$ cat src/rtl/branch_resolver.sv
// Branch resolver: in-order queue of predicted branches, checked against execute results to raise flush/redirect.
// Optional statistics counters are enabled by defining BRANCH_RESOLVER_STATS_EN.
module branch_resolver #(
    parameter int DEPTH        = 4,
    parameter int PC_W         = 32,
    parameter int FLUSH_CYCLES = 2
) (
    input  logic            iClk,
    input  logic            iRst_n,
    input  logic            iPredValid,
    input  logic            iPredTake,
    input  logic [PC_W-1:0] iRecoverPC,
    input  logic            iResValid,
    input  logic            iResTaken,
    output logic            oFull,
    output logic            oEmpty,
    output logic            oBranchCmd,
    output logic            oBranchTaken,
    output logic            oFlush,
    output logic [PC_W-1:0] oRedirectPC,
    output logic [15:0]     oBranchCnt,
    output logic [15:0]     oMispredCnt
);

    localparam int PTR_W = (DEPTH > 1) ? $clog2(DEPTH) : 1;
    localparam int CNT_W = PTR_W + 1;
    localparam int FC_W  = (FLUSH_CYCLES > 1) ? $clog2(FLUSH_CYCLES) : 1;
    localparam logic [CNT_W-1:0] CNT_FULL = CNT_W'(DEPTH);
    localparam logic [FC_W-1:0]  FC_LAST  = FC_W'(FLUSH_CYCLES - 1);

    typedef enum logic {
        RUN   = 1'b0,
        FLUSH = 1'b1
    } state_t;

    state_t            state_q, state_d;
    logic [FC_W-1:0]   flushCnt_q, flushCnt_d;
    logic [PTR_W-1:0]  wrPtr_q, wrPtr_d;
    logic [PTR_W-1:0]  rdPtr_q, rdPtr_d;
    logic [CNT_W-1:0]  count_q, count_d;
    logic              branchCmd_q, branchCmd_d;
    logic              branchTaken_q, branchTaken_d;
    logic [PC_W-1:0]   redirectPC_q, redirectPC_d;

    logic              predMem_q [DEPTH];
    logic [PC_W-1:0]   pcMem_q   [DEPTH];

    logic              headPred;
    logic [PC_W-1:0]   headPC;
    logic              resolve;
    logic              mispredict;
    logic              push;

    assign oFull        = (count_q == CNT_FULL);
    assign oEmpty       = (count_q == '0);
    assign oBranchCmd   = branchCmd_q;
    assign oBranchTaken = branchTaken_q;
    assign oFlush       = (state_q == FLUSH);
    assign oRedirectPC  = redirectPC_q;

    assign headPred = predMem_q[rdPtr_q];
    assign headPC   = pcMem_q[rdPtr_q];

    // A mispredict blocks the same-cycle push because the queue is about to be discarded.
    always_comb begin
        resolve    = iResValid && !oEmpty && (state_q == RUN);
        mispredict = resolve && (iResTaken != headPred);
        push       = iPredValid && !oFull && (state_q == RUN) && !mispredict;
    end

    always_comb begin
        state_d    = state_q;
        flushCnt_d = flushCnt_q;
        case (state_q)
            RUN: begin
                if (mispredict) begin
                    state_d    = FLUSH;
                    flushCnt_d = '0;
                end
            end
            FLUSH: begin
                if (flushCnt_q == FC_LAST) begin
                    state_d    = RUN;
                    flushCnt_d = '0;
                end else begin
                    flushCnt_d = flushCnt_q + 1'b1;
                end
            end
            default: begin
                state_d    = RUN;
                flushCnt_d = '0;
            end
        endcase
    end

    always_comb begin
        wrPtr_d       = wrPtr_q;
        rdPtr_d       = rdPtr_q;
        count_d       = count_q;
        branchCmd_d   = resolve;
        branchTaken_d = branchTaken_q;
        redirectPC_d  = redirectPC_q;
        if (resolve) begin
            branchTaken_d = iResTaken;
        end
        if (mispredict) begin
            wrPtr_d      = '0;
            rdPtr_d      = '0;
            count_d      = '0;
            redirectPC_d = headPC;
        end else begin
            if (push) begin
                wrPtr_d = wrPtr_q + 1'b1;
            end
            if (resolve) begin
                rdPtr_d = rdPtr_q + 1'b1;
            end
            case ({push, resolve})
                2'b10:   count_d = count_q + 1'b1;
                2'b01:   count_d = count_q - 1'b1;
                default: count_d = count_q;
            endcase
        end
    end

    always_ff @(posedge iClk or negedge iRst_n) begin
        if (!iRst_n) begin
            state_q    <= RUN;
            flushCnt_q <= '0;
        end else begin
            state_q    <= state_d;
            flushCnt_q <= flushCnt_d;
        end
    end

    always_ff @(posedge iClk or negedge iRst_n) begin
        if (!iRst_n) begin
            wrPtr_q       <= '0;
            rdPtr_q       <= '0;
            count_q       <= '0;
            branchCmd_q   <= 1'b0;
            branchTaken_q <= 1'b0;
            redirectPC_q  <= '0;
        end else begin
            wrPtr_q       <= wrPtr_d;
            rdPtr_q       <= rdPtr_d;
            count_q       <= count_d;
            branchCmd_q   <= branchCmd_d;
            branchTaken_q <= branchTaken_d;
            redirectPC_q  <= redirectPC_d;
        end
    end

    // Storage is never read while empty, so it needs no reset.
    always_ff @(posedge iClk) begin
        if (push) begin
            predMem_q[wrPtr_q] <= iPredTake;
            pcMem_q[wrPtr_q]   <= iRecoverPC;
        end
    end

`ifdef BRANCH_RESOLVER_STATS_EN
    logic [15:0] branchCnt_q, branchCnt_d;
    logic [15:0] mispredCnt_q, mispredCnt_d;

    always_comb begin
        branchCnt_d  = branchCnt_q;
        mispredCnt_d = mispredCnt_q;
        if (resolve && (branchCnt_q != 16'hFFFF)) begin
            branchCnt_d = branchCnt_q + 16'd1;
        end
        if (mispredict && (mispredCnt_q != 16'hFFFF)) begin
            mispredCnt_d = mispredCnt_q + 16'd1;
        end
    end

    always_ff @(posedge iClk or negedge iRst_n) begin
        if (!iRst_n) begin
            branchCnt_q  <= '0;
            mispredCnt_q <= '0;
        end else begin
            branchCnt_q  <= branchCnt_d;
            mispredCnt_q <= mispredCnt_d;
        end
    end

    assign oBranchCnt  = branchCnt_q;
    assign oMispredCnt = mispredCnt_q;
`else
    assign oBranchCnt  = 16'd0;
    assign oMispredCnt = 16'd0;
`endif

endmodule

$ cat config.mk
export PLATFORM = sky130hd
export DESIGN_NAME = branch_resolver
export DESIGN_NICKNAME = d
export VERILOG_FILES = /design/src/rtl/branch_resolver.sv
export SDC_FILE = /design/constraint.sdc
export NUM_CORES = 1
export LEC_CHECK = 0
export CAP_MARGIN = 20
export CORE_ASPECT_RATIO = 1.1
export CORE_MARGIN = 2
export CORE_UTILIZATION = 58
export DETAILED_ROUTE_END_ITERATION = 10
export HOLD_SLACK_MARGIN = 0.06
export PLACE_DENSITY_LB_ADDON = 0.08
export RECOVER_POWER = 50
export SLEW_MARGIN = 30
export SYNTH_ARGS = -nofsm -noshare
export SYNTH_HDL_FRONTEND = slang
export SYNTH_SLANG_ARGS = --single-unit
$ cat constraint.sdc
create_clock -name iClk -period 4.5 [get_ports iClk]
set_input_delay 0.45 -clock iClk [delete_from_list [all_inputs] [get_ports iClk]]
set_output_delay 0.45 -clock iClk [all_outputs]
set_load 0.1 [all_outputs]
Word-level counts from Yosys, hierarchy flattened --
Memories as Yosys holds them, arrays and structs flattened. A register that Yosys moved wholly into a read port is not among the register bits. Cells that the tools add are included.
Cells by class: add/sub/neg operators 5, multipliers 0, divide/modulo/power cells 0, magnitude comparators 0, equality and inequality tests 5, shifts and indexed selects 0, mux-type cells 14, bitwise operators 1, reduce and logical (&&, ||, !) cells 14
Operators by type and width (count):
- $mux W2 | 4
- $logic_and A1 B1 Y1 | 6
- $mux W1 | 6
- $pmux W3 S2 | 1
- $add A2 B1 Y2 const B | 2
- $logic_not A1 Y1 | 4
- $pmux W1 S2 | 2
- $reduce_bool A2 Y1 | 2
- $add A3 B1 Y3 const B | 1
- $eq A3 B3 Y1 const B | 1
- $logic_not A3 Y1 | 1
- $mux W3 | 1
- $reduce_bool A3 Y1 | 1
- $sub A3 B1 Y3 const B | 1
- $eq A2 B1 Y1 const B | 1
- $eq A2 B2 Y1 const B | 1
- $ne A2 B2 Y1 const B | 1
- $add A1 B1 Y1 const B | 1
- $ne A1 B1 Y1 | 1
- $not A1 Y1 | 1
Storage, ports and cells: register bits after elaboration 11, latch bits 0, memory bits (writable) 132, bits in read-only memories 0, output and inout bits 69, memories 2
Memories:
- pcMem_q | words 4, bits a word 32, rd ports 1, clocked after memory_dff 1, write ports 1, RTL line 46 | logic [PC_W-1:0] pcMem_q [DEPTH];
- predMem_q | words 4, bits a word 1, rd ports 1, clocked after memory_dff 0, write ports 1, RTL line 45 | logic predMem_q [DEPTH];

Longest topological paths before layout --
depth in word-level cells 10, gate-level depth with buffers 10

Least setup slack after synthesis --
OpenSTA, ideal clock, no wires.
path kind register to register, from register count_q[0], to memory pcMem_q[0][0] (enable), library setup time 0.393 ns, arrival 4.311 ns, path slack -0.205 ns, cell stages (with the launch flop) 7, period minus slack after synthesis 4.705 ns, path through dfrtp_1 > nor3_1 > or3_1 > buf_2 > nor2_4 > buf_2 > and3b_1
On the way: longest elaborated chain between the ends 9
Ends and longest elaborated chain:
- start: declaration | RTL line 40 | logic [CNT_W-1:0] count_q, count_d;
- start signal: assignment | RTL line 147 | count_q <= count_d;
- $logic_not A3 Y1 | RTL line 55 | assign oEmpty = (count_q == '0);
- named net oEmpty | RTL line 16 | output logic oEmpty,
- $logic_not A1 Y1 | RTL line 66 | resolve = iResValid && !oEmpty && (state_q == RUN);
- $logic_and A1 B1 Y1 (2 in series) | RTL line 66
- $logic_and A1 B1 Y1 | RTL line 67 | mispredict = resolve && (iResTaken != headPred);
- $logic_not A1 Y1 | RTL line 68 | push = iPredValid && !oFull && (state_q == RUN) && !mispredict;
- $logic_and A1 B1 Y1 | RTL line 68
- $mux W1 | RTL line 156 | if (push) begin
- $mux W1 (not written as such) | RTL line 158 | pcMem_q[wrPtr_q] <= iRecoverPC;
- end: declaration | RTL line 46
The timed path passes the listed nets, and every way through them passes these cells.

Worst setup path in the final report --
from input iResValid, to register redirectPC_q[30] (netlist: oRedirectPC[30]), read port of pcMem_q
On the way: longest elaborated chain between the ends 3
Ends and longest elaborated chain:
- start: declaration | RTL line 13 | input logic iResValid,
- $logic_and A1 B1 Y1 (2 in series) | RTL line 66
- $logic_and A1 B1 Y1 | RTL line 67
- end: declaration | RTL line 43 | logic [PC_W-1:0] redirectPC_q, redirectPC_d;
Every way passes these cells. A chain may end at the register's enable or synchronous reset.

==> out/results.tsv <==
stage	metric	value	unit
yosys	post-synth-top-area-cell	edfxtp_1	
setup_path	cp-endpoint	oRedirectPC[30]$_DFFE_PN0P_	
yosys	yosysSeqAreaShare	0.717	
setup_path	cp_data_arrival_time	3.66	ns
yosys	yosysTopAreaCellShare	0.564	
timing	hold_viol	0	
setup_path	r2r_slack	1.27	ns
die	die_width	109	um
drt	drt_wl_total	11600	um
die	initial_core_util	0.589	
global_route	grt_pass1_wl	18100	um
timing	slew_headroom	-0.711	
timing	setup_viol	0	
clock_tree	clk_latency	0.42	ns
yosys	synthTopCellsByCount	edfxtp_1, dfrtp_1, mux4_2, buf_4, mux2_4	
setup_path	reg2reg_depth	5	
timing	fin_tns_setup	0	ns
clock_tree	root_buffer	clkbuf_16	
cells_and_area	utilization	0.698	
global_route	grt_max_degree	44	
yosys	synth_area	7030	um2
clock_tree	ctsHtreeMaxLevel	4	
clock_tree	cts_buffers	17	
timing	period_needed	3.36	ns
yosys	synth-edff-count	132	
drt	dr.pass1.iters	5	
place	globalplace.congestion	0.738	
drt	postRouteAntennaNets	0	
cells_and_area	syn2layout_area_growth	18.5	%
yosys	async_flop_share	0.246	
timing	drv_slew	44	
yosys	ys.flop_type	edfxtp_1	
setup_path	required	4.81	ns
global_route	grt-ovfl-total	0	
setup_path	reg2reg_from	predMem_q[2]$_DFFE_PP_	
yosys	post-synth-top-count-cell	edfxtp_1	
place	dpl.hpwl	6740	um
status	status	complete, but fails checks	
run	maxCapViolations	1	
worst_hold_path	min_from	oRedirectPC[14]$_DFFE_PN0P_	
setup_path	startpoint_type	input port	
die	ios	107	
place	io_buffers	74	
timing	timing.fmax	298	MHz
setup_path	reg2reg_to	oRedirectPC[30]$_DFFE_PN0P_	
clock_tree	cts_resized	0	
yosys	yosysWarnings	0	
timing	tightest_slew	2.57	ns
drt	routedWlPerCell	19.5	um
global_route	grt_pass1_vias	3388	
drt	drtIter0Drc	132	
cells_and_area	antenna_cells	0	
yosys	syn_area_per_cell	20.3	um2
drt	vias	3210	
setup_path	crit_type	in -> reg	
setup_path	setup.worst_path.end_class	flop	
worst_hold_path	min_path_type	reg -> reg	
clock_tree	post_cts_buffers	0	
timing	post-route-period-util	0.746	
setup_path	cp_max_fo	15	
timing	setup_ws	1.14	ns
cells_and_area	num-nets-final	470	
global_route	antenna_found_initial	0	
die	core_area	11900	um2
drt	drc	0	
die	row_count	42	
timing	rsz0062_at_grt	false	
clock_tree	clk_pin_slew	0.06	ns
place	post-place-ws	1.45	ns
status	violations	max-capacitance violations, max-slew violations	
setup_path	startpoint	iResValid	
drt	routed_via_density	5.41	
yosys	synthCells	346	
global_route	grt_usage	0.196	
yosys	yosysUniqueCellTypes	40	
cells_and_area	layout-drive-gt1-share	0.223	
clock_tree	cts_tree	done	
clock_tree	cts.sinks	175	
timing	hold_slack	0.491	ns
clock_tree	cts_hold_buf	1	
yosys	synth_area_leaders	edfxtp_1, dfrtp_1, mux4_2, mux2_4, buf_4	
die	die_h	119	um
timing	skew	0.00819	ns
cells_and_area	fill_cells	794	
yosys	synth-seq-cells	175	
clock_tree	clock_path_buffers	2	
die	dieArea	13000	um2
[layout by cell type (no fill, tap or decap), types with 4 or more instances in the layout]
master           netlist  routed
nor2_1                 3       4
and3b_2                0       4
clkbuf_1               5       6
o21ai_0                5       5
clkdlybuf4s50_1        0      37
dfrtp_1               43      41
nor3_1                 4       4
ha_1                   4       4
conb_1                 1      32
clkbuf_16              0      17
mux2_4                30      23
mux4_2                33      33
mux2_2                 3       4
inv_1                  5       5
edfxtp_1             132     132
mux2_1                 0       6
dlygate4sd3_1          0      37
[worst max-delay path, cell delays in order]
cell and delay, ns:
dlygate4sd3_1 0.57, inv_1 0.08, or3_1 0.52, nor2_1 0.91, clkbuf_1 0.77, mux2_4 0.36
[metrics by stage]
stage                     cells  area, um2
final                       593       8320
after global routing        593       8320
after CTS                   593       8370
after detailed placement    561       7780
after global placement      561       7780
after floorplan             377       7150
[area by class of cell]
class | count | area, um2 | share of cell area
Sequential cell | 175 | 5040 | 0.606
Multi-Input combinational cell | 149 | 1720 | 0.206
Timing Repair Buffer | 79 | 771 | 0.0926
Clock buffer | 21 | 440 | 0.0529
Tap cell | 154 | 193 | 0.0231
Clock inverter | 10 | 141 | 0.0170
Inverter | 5 | 18.8 | 0.00225
[routing by layer]
metal,track usage,routed length [um],vias up
met4,0.0865,237,0
met3,0.0569,552,17
met5,0,0,-
met2,0.299,5880,91
li1,-,-,1439
met1,0.263,4910,1663
[flip-flops by register name, indices dropped and copies added, names as in the netlist]
register,flops
count_q,3
flushCnt_q,1
oBranchCmd,1
oBranchTaken,1
oFlush,1
oRedirectPC,32
pcMem_q,128
predMem_q,4
rdPtr_q,2
wrPtr_q,2
[cells by family (layout without fill, tap and decap cells)]
| kind of cell | Yosys count | count (layout) | share of synthesized area |
|---|---|---|---|
| muxes | 68 | 68 | 0.178 |
| buffers and inverters | 53 | 115 | 0.0506 |
| and+or+nand+nor | 25 | 25 | 0.0232 |
| adders and majority gates | 5 | 5 | 0.00997 |
| other | 1 | 32 | 0.000534 |
| DFF | 175 | 175 | 0.717 |
| xor gates and xnor gates | 5 | 5 | 0.00730 |
| AOI/OAI and AO/OA | 14 | 14 | 0.0135 |
[how the worst min path moves through the flow]
stage	end	slack, ns	depth (start not counted)
2_1_floorplan	count_q[0]$_DFFE_PN0P_	0.15	0
3_3_place_gp	oRedirectPC[12]$_DFFE_PN0P_	0.49	1
3_5_place_dp	oRedirectPC[8]$_DFFE_PN0P_	0.49	1
4_1_cts	oRedirectPC[26]$_DFFE_PN0P_	0.51	1
5_1_grt	oRedirectPC[0]$_DFFE_PN0P_	0.53	1
6_report	oRedirectPC[14]$_DFFE_PN0P_	0.49	1
Power is not shown: default switching activity piles up to over one toggle a cycle in this logic, so the estimate is an artifact.
